==> src/rtl/pyramid_pkg.sv <==
// Shared types and helpers for the scale-space pyramid sequencer.
// Holds the FSM state encoding, index widths and the octave-size helper.
package pyramid_pkg;

    localparam int OCT_W = 2;
    localparam int SCL_W = 3;
    localparam int DIM_W = 16;

    typedef enum logic [2:0] {
        IDLE,
        BLUR_START,
        BLUR_WAIT,
        RESIZE_START,
        RESIZE_WAIT,
        DONE,
        ERROR
    } seq_state_t;

    function automatic logic [DIM_W-1:0] octave_dim(
        input logic [DIM_W-1:0] base,
        input logic [OCT_W-1:0] octave
    );
        return base >> octave;
    endfunction

endpackage

==> src/rtl/seq_watchdog.sv <==
// Wait-state watchdog: counts enabled cycles since the last clear and
// flags expiry once TIMEOUT_CYCLES cycles have been spent waiting.
module seq_watchdog #(
    parameter int TIMEOUT_CYCLES = 65535
) (
    input  logic clk,
    input  logic rst,
    input  logic clear,
    input  logic enable,
    output logic expired
);

    localparam int CW = $clog2(TIMEOUT_CYCLES + 1);
    localparam logic [CW-1:0] LAST = CW'(TIMEOUT_CYCLES - 1);

    logic [CW-1:0] count;

    assign expired = (count == LAST);

    // Holds at the terminal value so expiry stays visible until cleared.
    always_ff @(posedge clk) begin
        if (rst || clear) begin
            count <= '0;
        end else if (enable && !expired) begin
            count <= count + CW'(1);
        end
    end

endmodule

==> src/rtl/pyramid_sequencer.sv <==
// Pyramid build scheduler: sequences blur/resize engines per octave,
// arbitrates the shared source-BRAM read port and reports progress.
module pyramid_sequencer
    import pyramid_pkg::*;
#(
    parameter int BIT_DEPTH      = 8,
    parameter int WIDTH          = 64,
    parameter int HEIGHT         = 64,
    parameter int NUM_OCTAVES    = 3,
    parameter int NUM_SCALES     = 4,
    parameter int TIMEOUT_CYCLES = 65535
) (
    input  logic                              clk_in,
    input  logic                              rst_in,
    input  logic                              start_in,
    output logic                              busy_out,
    output logic                              done_out,
    output logic                              error_out,
    output logic [OCT_W-1:0]                  octave_out,
    output logic [SCL_W-1:0]                  scale_out,
    output logic [$clog2(WIDTH):0]            octave_width_out,
    output logic [$clog2(HEIGHT):0]           octave_height_out,
    output logic                              blur_start_out,
    input  logic                              blur_done_in,
    output logic                              resize_start_out,
    input  logic                              resize_done_in,
    input  logic [$clog2(WIDTH*HEIGHT)-1:0]   blur_read_addr_in,
    input  logic                              blur_read_valid_in,
    input  logic [$clog2(WIDTH*HEIGHT)-1:0]   resize_read_addr_in,
    input  logic                              resize_read_valid_in,
    output logic [$clog2(WIDTH*HEIGHT)-1:0]   bram_read_addr_out,
    output logic                              bram_read_valid_out
);

    localparam int WW = $clog2(WIDTH) + 1;
    localparam int HW = $clog2(HEIGHT) + 1;
    localparam logic [OCT_W-1:0] LAST_OCT = OCT_W'(NUM_OCTAVES - 1);
    localparam logic [SCL_W-1:0] LAST_SCL = SCL_W'(NUM_SCALES - 1);

    if (BIT_DEPTH < 1 || NUM_OCTAVES < 1 || NUM_OCTAVES > 4 ||
        NUM_SCALES < 1 || NUM_SCALES > 8) begin : g_bad_params
        $error("pyramid_sequencer: parameter out of range");
    end

    seq_state_t       state;
    logic             start_accept;
    logic             wd_clear;
    logic             wd_enable;
    logic             wd_expired;
    logic [OCT_W-1:0] next_oct;

    assign start_accept = start_in && (state == IDLE || state == ERROR);
    assign wd_clear  = start_accept || state == BLUR_START ||
                       state == RESIZE_START;
    assign wd_enable = (state == BLUR_WAIT) || (state == RESIZE_WAIT);
    assign next_oct  = octave_out + OCT_W'(1);

    seq_watchdog #(
        .TIMEOUT_CYCLES(TIMEOUT_CYCLES)
    ) u_watchdog (
        .clk     (clk_in),
        .rst     (rst_in),
        .clear   (wd_clear),
        .enable  (wd_enable),
        .expired (wd_expired)
    );

    always_ff @(posedge clk_in) begin
        if (rst_in) begin
            state             <= IDLE;
            busy_out          <= 1'b0;
            done_out          <= 1'b0;
            error_out         <= 1'b0;
            octave_out        <= '0;
            scale_out         <= '0;
            octave_width_out  <= WW'(WIDTH);
            octave_height_out <= HW'(HEIGHT);
            blur_start_out    <= 1'b0;
            resize_start_out  <= 1'b0;
        end else begin
            blur_start_out   <= 1'b0;
            resize_start_out <= 1'b0;
            done_out         <= 1'b0;
            unique case (state)
                IDLE, ERROR: begin
                    if (start_in) begin
                        state             <= BLUR_START;
                        busy_out          <= 1'b1;
                        error_out         <= 1'b0;
                        octave_out        <= '0;
                        scale_out         <= '0;
                        octave_width_out  <= WW'(WIDTH);
                        octave_height_out <= HW'(HEIGHT);
                        blur_start_out    <= 1'b1;
                    end
                end
                BLUR_START: state <= BLUR_WAIT;
                BLUR_WAIT: begin
                    // A done in the expiry cycle still counts as success.
                    if (blur_done_in) begin
                        if (scale_out < LAST_SCL) begin
                            scale_out      <= scale_out + SCL_W'(1);
                            state          <= BLUR_START;
                            blur_start_out <= 1'b1;
                        end else if (octave_out < LAST_OCT) begin
                            state            <= RESIZE_START;
                            resize_start_out <= 1'b1;
                        end else begin
                            state    <= DONE;
                            done_out <= 1'b1;
                            busy_out <= 1'b0;
                        end
                    end else if (wd_expired) begin
                        state     <= ERROR;
                        error_out <= 1'b1;
                        busy_out  <= 1'b0;
                    end
                end
                RESIZE_START: state <= RESIZE_WAIT;
                RESIZE_WAIT: begin
                    if (resize_done_in) begin
                        octave_out        <= next_oct;
                        scale_out         <= '0;
                        octave_width_out  <= WW'(octave_dim(DIM_W'(WIDTH), next_oct));
                        octave_height_out <= HW'(octave_dim(DIM_W'(HEIGHT), next_oct));
                        state             <= BLUR_START;
                        blur_start_out    <= 1'b1;
                    end else if (wd_expired) begin
                        state     <= ERROR;
                        error_out <= 1'b1;
                        busy_out  <= 1'b0;
                    end
                end
                DONE: state <= IDLE;
                default: state <= IDLE;
            endcase
        end
    end

    // The engine not owning the port loses its request outright.
    always_comb begin
        bram_read_addr_out  = '0;
        bram_read_valid_out = 1'b0;
        case (state)
            BLUR_START, BLUR_WAIT: begin
                bram_read_addr_out  = blur_read_addr_in;
                bram_read_valid_out = blur_read_valid_in;
            end
            RESIZE_START, RESIZE_WAIT: begin
                bram_read_addr_out  = resize_read_addr_in;
                bram_read_valid_out = resize_read_valid_in;
            end
            default: begin
                bram_read_addr_out  = '0;
                bram_read_valid_out = 1'b0;
            end
        endcase
    end

endmodule

==> config.mk <==
export PLATFORM = sky130hd
export DESIGN_NAME = pyramid_sequencer
export DESIGN_NICKNAME = d
export VERILOG_FILES = /design/src/rtl/pyramid_pkg.sv /design/src/rtl/seq_watchdog.sv /design/src/rtl/pyramid_sequencer.sv
export SDC_FILE = /design/constraint.sdc
export NUM_CORES = 1
export LEC_CHECK = 0
export ABC_AREA = 1
export ABC_CLOCK_PERIOD_IN_PS = 4100
export CAP_MARGIN = 10
export CORE_MARGIN = 2
export CORE_UTILIZATION = 50
export DETAILED_ROUTE_END_ITERATION = 8
export GPL_ROUTABILITY_DRIVEN = 1
export HOLD_SLACK_MARGIN = 0.06
export PLACE_DENSITY = 0.86
export SETUP_SLACK_MARGIN = 0.02
export SYNTH_ARGS = -nofsm -noshare
export SYNTH_HDL_FRONTEND = slang
export SYNTH_SLANG_ARGS = --single-unit
==> constraint.sdc <==
create_clock -name clk_in -period 4.1 [get_ports clk_in]
set_input_delay 0.41 -clock clk_in [delete_from_list [all_inputs] [get_ports clk_in]]
set_output_delay 0.41 -clock clk_in [all_outputs]
set_load 0.005 [all_outputs]
==> flow_summary.toml, run 1 <==
[status]
outcome = "complete, no violations"

[critical_path]
worstSetupStartpointType = "register"
crit-reg2reg-launch = "u_watchdog.count[0]"
cp-end-kind = "output port"
required_ns = 3.69
rrSetupSlack_ns = 2.30
critPathKind = "reg -> out"
startpoint = "state[0]"
crit_arrival_ns = 2.30
worstPathMaxFanout = 13

[placed_design]
io_buffer_count = 61
dp.final_hpwl_um = 3840
place.gp.congestion = 0.855

[grt]
grt_pass1_vias = 1966
overflow = 0
grt_max_degree = 19
grt_pass1_wl_um = 8650
grt_util_all_layers = 0.217
antenna_found_initial = 0

[clock_tree]
cts_made_buffers = 5
cts.sinks = 33
post-cts-setup-buffers = 0
holdBufCountCts = 0
htree_levels = 2
tritoncts = "built"
cts_root_buffer = "clkbuf_8"
clkLatencyLatePin_ns = 0.28
cts_resized = 0
clk_pin_slew_worst_paths_ns = 0.07
cts_buffer_depth = 2

[timing]
period_needed_ns = 2.71
rsz0062_at_grt = "no"
final-hold-violation-count = 0
slew_violations = 0
max_freq_mhz = 368
hold_ws_ns = 0.473
fin_worst_skew_ns = 0.00636
fin_setup_tns_ns = 0
final.period_utilization = 0.662
max_slew_margin = 0.458
max_slew.worst_pin.slew_ns = 0.808
setup_viol = 0

[route]
avgViaCountPerCell = 5.04
wl_per_cell_um = 11.5
ant_nets = 0
vias = 2206
drt_iter0_drc = 98
wl_um = 5040
drt_pass1_iterations = 4
route.detailed.drc = 0

[synth]
syn_inst = 331
synthTopCellsByArea = "dfxtp_1 (31%), nand2_1 (20%), a21oi_1 (6.4%)"
synth_edf_count = 0
syn_avg_cell_area_um2 = 6.40
async_flop_share = 0
syn-cell-area_um2 = 2120
yosysTopAreaCellShare = 0.312
ys.flop_type = "dfxtp_1"
synth_warnings = 0
seq_area_frac_synth = 0.312
synth_seq_cells = 33
yosysUniqueCellTypes = 30
synth_top_area_cell = "dfxtp_1"

[die]
core_um2 = 4030
placementRows = 23
dieHeight_um = 69.1
die_area_um2 = 4780
start_util = 0.526
ioPinCount = 68
die_w_um = 69.1

[finish]
layout-drive-gt1-share = 0.0644
layout.nets = 425
utilization = 0.692
layout_common_cells = "nand2_1 (114), clkdlybuf4s50_1 (61), inv_1 (35)"
syn_to_final_growth_pct = 31.5
final_common_cell = "nand2_1"
n_antenna_cell = 0

[flow_run]
drv_cap = 0

[pwr]
finalPower_mw = 0.775
powerDensity_nw_per_um2 = 278
peakVddDrop_mv = 0.262
p_leak_nw = 1.09

[min_path]
hold_class = "reg -> reg"
holdCritStartpoint = "scale_out[2]"
[cells in the mapped netlist, types with 5 or more instances]
library cell and count:
nand3_1 11, nand4_1 6, nand2_1 114, dfxtp_1 33
ha_1 7, inv_1 35, a21oi_1 27, nor2_1 26
o21ai_0 20, buf_4 10, nor2_4 5, nand2_2 5
[logic make-up after synthesis]
logic type	count (synthesis)	share of synthesized area
AND/OR/NAND/NOR	174	0.357
AO/OA/AOI/OAI	53	0.129
adder cells (fa/ha/maj)	7	0.0413
XOR/XNOR	7	0.0289
flip-flops	33	0.312
buffers and inverters	56	0.130
other	1	0.00177
[registers in the layout (all words and copies together) (netlist names)]
register	flops
error_out	1
state	3
scale_out	3
done_out	1
blur_start_out	1
busy_out	1
resize_start_out	1
octave_out	2
octave_height_out	4
u_watchdog.count	16
[through the flow]
| stage | setup slack, ns | area [µm²] | instances |
|---|---|---|---|
| 6_report | 1.39 | 2790 | 438 |
| 5_1_grt | 1.16 | 2790 | 438 |
| 4_1_cts | 1.38 | 2790 | 438 |
| 3_5_place_dp | 1.70 | 2690 | 430 |
| 3_3_place_gp | 1.77 | 2690 | 430 |
| 2_1_floorplan | 2.60 | 2140 | 336 |
[where the power goes]
| part | leakage (nW) | switching, mW | internal, mW |
|---|---|---|---|
| clock network | 0.0542 | 0.118 | 0.152 |
| registers | 0.267 | 0.0101 | 0.329 |
| logic | 0.771 | 0.0809 | 0.0856 |
[per-layer routing]
layer / track usage / part of all wire / vias up / wire, µm
met2: 0.362 / 0.46 / 87 / 2340
met4: 0.0806 / 0.0054 / 0 / 27
met1: 0.273 / 0.45 / 977 / 2270
met3: 0.0468 / 0.079 / 2 / 398
met5: 0 / 0 / - / 0
li1: - / - / 1140 / -
[critical path: stages, from the launching register on]
cell and delay, ns:
dfxtp_1 0.47, nand2_1 0.14, o21ai_1 0.65, nand2_1 0.11
o21ai_0 0.11, clkdlybuf4s50_1 0.52
[layout make-up]
| class | count | area, µm² |
|---|---|---|
| inverters | 39 | 149 |
| well taps | 50 | 62.6 |
| clock buffers | 7 | 96.3 |
| fillers | 368 | 1240 |
| clock inverters | 1 | 5.00 |
| repair buffers | 61 | 611 |
| multi-input cells | 247 | 1200 |
| flip-flops and latches | 33 | 661 |
[path summary, 6_finish.rpt]
path / to / cells after the start
worst max-delay path: bram_read_addr_out[4] / 5
worst min-delay path: scale_out[2] / 2
worst max register to register: u_watchdog.count[15] / 10
worst min register to register: scale_out[2] / 2
Note: power is estimated with default switching activity, not from simulation.
==> run 2: changes to the inputs <==
--- a/config.mk
+++ b/config.mk
@@ -6,14 +6,14 @@
 export NUM_CORES = 1
 export LEC_CHECK = 0
 export ABC_AREA = 1
-export ABC_CLOCK_PERIOD_IN_PS = 4100
+export ABC_CLOCK_PERIOD_IN_PS = 2710
 export CAP_MARGIN = 10
 export CORE_MARGIN = 2
-export CORE_UTILIZATION = 50
+export CORE_UTILIZATION = 46
 export DETAILED_ROUTE_END_ITERATION = 8
 export GPL_ROUTABILITY_DRIVEN = 1
 export HOLD_SLACK_MARGIN = 0.06
-export PLACE_DENSITY = 0.86
+export PLACE_DENSITY = 0.8
 export SETUP_SLACK_MARGIN = 0.02
 export SYNTH_ARGS = -nofsm -noshare
 export SYNTH_HDL_FRONTEND = slang
==> constraint.sdc (replaced) <==
create_clock -name clk_in -period 2.71 [get_ports clk_in]
set_input_delay 0.271 -clock clk_in [delete_from_list [all_inputs] [get_ports clk_in]]
set_output_delay 0.271 -clock clk_in [all_outputs]
set_load 0.005 [all_outputs]
==> flow_summary.toml, run 2 (synthesis results as in run 1) <==
[placed_design]
io_buffer_count = 61
place.gp.congestion = 0.873
post-place-ws_ns = 0.450
place_inst = 432
dp.final_hpwl_um = 3820

[route]
wl_um = 4910
top_layer = "met4"
drt-met1-wl_um = 2370
ant_nets = 0
drt_pass1_iterations = 4
wl_per_cell_um = 11.2
wl_met3_um = 264
met2_length_um = 2210
avgViaCountPerCell = 4.94
route.detailed.drc = 0
drt_iter0_drc = 83
vias = 2174

[finish]
final_common_cell = "nand2_1"
reg_top3 = "u_watchdog.count x16, octave_height_out x4"
final_cells = 440
layout_common_cells = "nand2_1 (114), clkdlybuf4s50_1 (61), inv_1 (35)"
largest_register = "u_watchdog.count"
layout.nets = 425
utilization = 0.635
n_antenna_cell = 0
largest_register_ffs = 16
syn_to_final_growth_pct = 31.3
layout-drive-gt1-share = 0.0670
fillers = 411

[critical_path]
worstPathMaxFanout = 13
cp-end-kind = "output port"
crit_slowest_cell = "clkdlybuf4s50_1"
startpoint = "state[2]"
crit_arrival_ns = 2.04
crit-reg2reg-launch = "u_watchdog.count[0]"
reg2reg_depth = 10
crit_top_cell = "nand2_1"
critPathKind = "reg -> out"
crit_chain = "inv_2 -> nand2_1 -> o21ai_2 -> nand2_1 -> o21ai_0 -> clkdlybuf4s50_1"
worstSetupStartpointType = "register"
required_ns = 2.44
cp_slowest_stage_delay_ns = 0.53

[die]
start_util = 0.483
dieHeight_um = 71.9
die_w_um = 71.9
placementRows = 24
die_area_um2 = 5170
ioPinCount = 68
core_um2 = 4380

[clock_tree]
cts.sinks = 33
cts_made_buffers = 5
htree_levels = 2
cts_buffer_depth = 2
clkLatencyLatePin_ns = 0.29
cts_root_buffer = "clkbuf_8"
tritoncts = "built"
clk_pin_slew_worst_paths_ns = 0.07
post-cts-setup-buffers = 0

[grt]
grt_util_all_layers = 0.205
overflow = 0
grt_max_degree = 19
antenna_found_initial = 0
grt_pass1_wl_um = 8580
grt_pass1_vias = 1963

[min_path]
hold_depth = 2
hold_class = "reg -> reg"
holdCritStartpoint = "scale_out[2]"

[pwr]
power.internal_mw = 0.807
power_frac_seq = 0.446
p_leak_nw = 1.08
power_frac_comb = 0.221
peakVddDrop_mv = 0.334
pwr-share-clk = 0.333
powerDensity_nw_per_um2 = 412
power_switching_mw = 0.341
switching_share = 0.297

[timing]
fin_worst_skew_ns = 0.00882
final.period_utilization = 0.852
rsz0062_at_grt = "no"
fin_setup_tns_ns = 0
setup_viol = 0
period_needed_ns = 2.31
max_freq_mhz = 433
final-hold-violation-count = 0
worst_slack_ns = 0.402
slew_violations = 0

[flow_run]
drv_cap = 0

[status]
outcome = "complete, no violations"
==> run 2: final cells by class <==
class / instances / area (µm²) / area share
Clock buffer: 5 / 68.8 / 0.0247
Clock inverter: 3 / 22.5 / 0.00809
Inverter: 39 / 149 / 0.0535
Multi-Input combinational cell: 247 / 1210 / 0.433
Sequential cell: 33 / 661 / 0.237
Tap cell: 52 / 65.1 / 0.0234
Timing Repair Buffer: 61 / 611 / 0.219
==> run 2: timing repair <==
item / in CTS / in global routing
setup endpoints to repair: 0 / 13
gates resized for setup: 0 / 1
hold buffers: 0 / 0
==> run 2: path summary, 6_finish.rpt <==
path	slack, ns	to
hold / removal	0.48	scale_out[2]
hold reg to reg	0.48	scale_out[2]
setup / recovery	0.40	bram_read_addr_out[2]
setup reg to reg	0.93	u_watchdog.count[15]
==> run 2: routing by layer <==
metal / global-route usage / vias up
li1: - / 1137
met1: 0.258 / 967
met2: 0.347 / 63
met3: 0.0436 / 7
met4: 0.0692 / 0
met5: 0 / -
==> run 2: power by group through the flow <==
stage,Clock [mW],Sequential [mW],Combinational [mW]
2_1_floorplan,0,0.519,0.140
3_3_place_gp,0,0.522,0.249
3_5_place_dp,0,0.523,0.253
4_1_cts,0.381,0.512,0.254
5_1_grt,0.401,0.515,0.283
6_report,0.382,0.512,0.253
==> run 2: critical path: cells and delay by family, from the launching register on <==
kind | cells | cell delay, ns
flip-flops | 1 | 0.36
buffers and inverters | 2 | 0.66
AO/OA/AOI/OAI | 2 | 0.53
AND/OR/NAND/NOR | 2 | 0.20
==> run 2: through the flow <==
| step | hold slack [ns] | total power [mW] | instance area [µm²] |
|---|---|---|---|
| after global routing | 0.509 | 1.20 | 2780 |
| after CTS | 0.480 | 1.15 | 2780 |
| final | 0.478 | 1.15 | 2780 |
| after floorplan | 0.460 | 0.659 | 2140 |
| after global placement | 0.464 | 0.771 | 2690 |
| after detailed placement | 0.475 | 0.776 | 2690 |
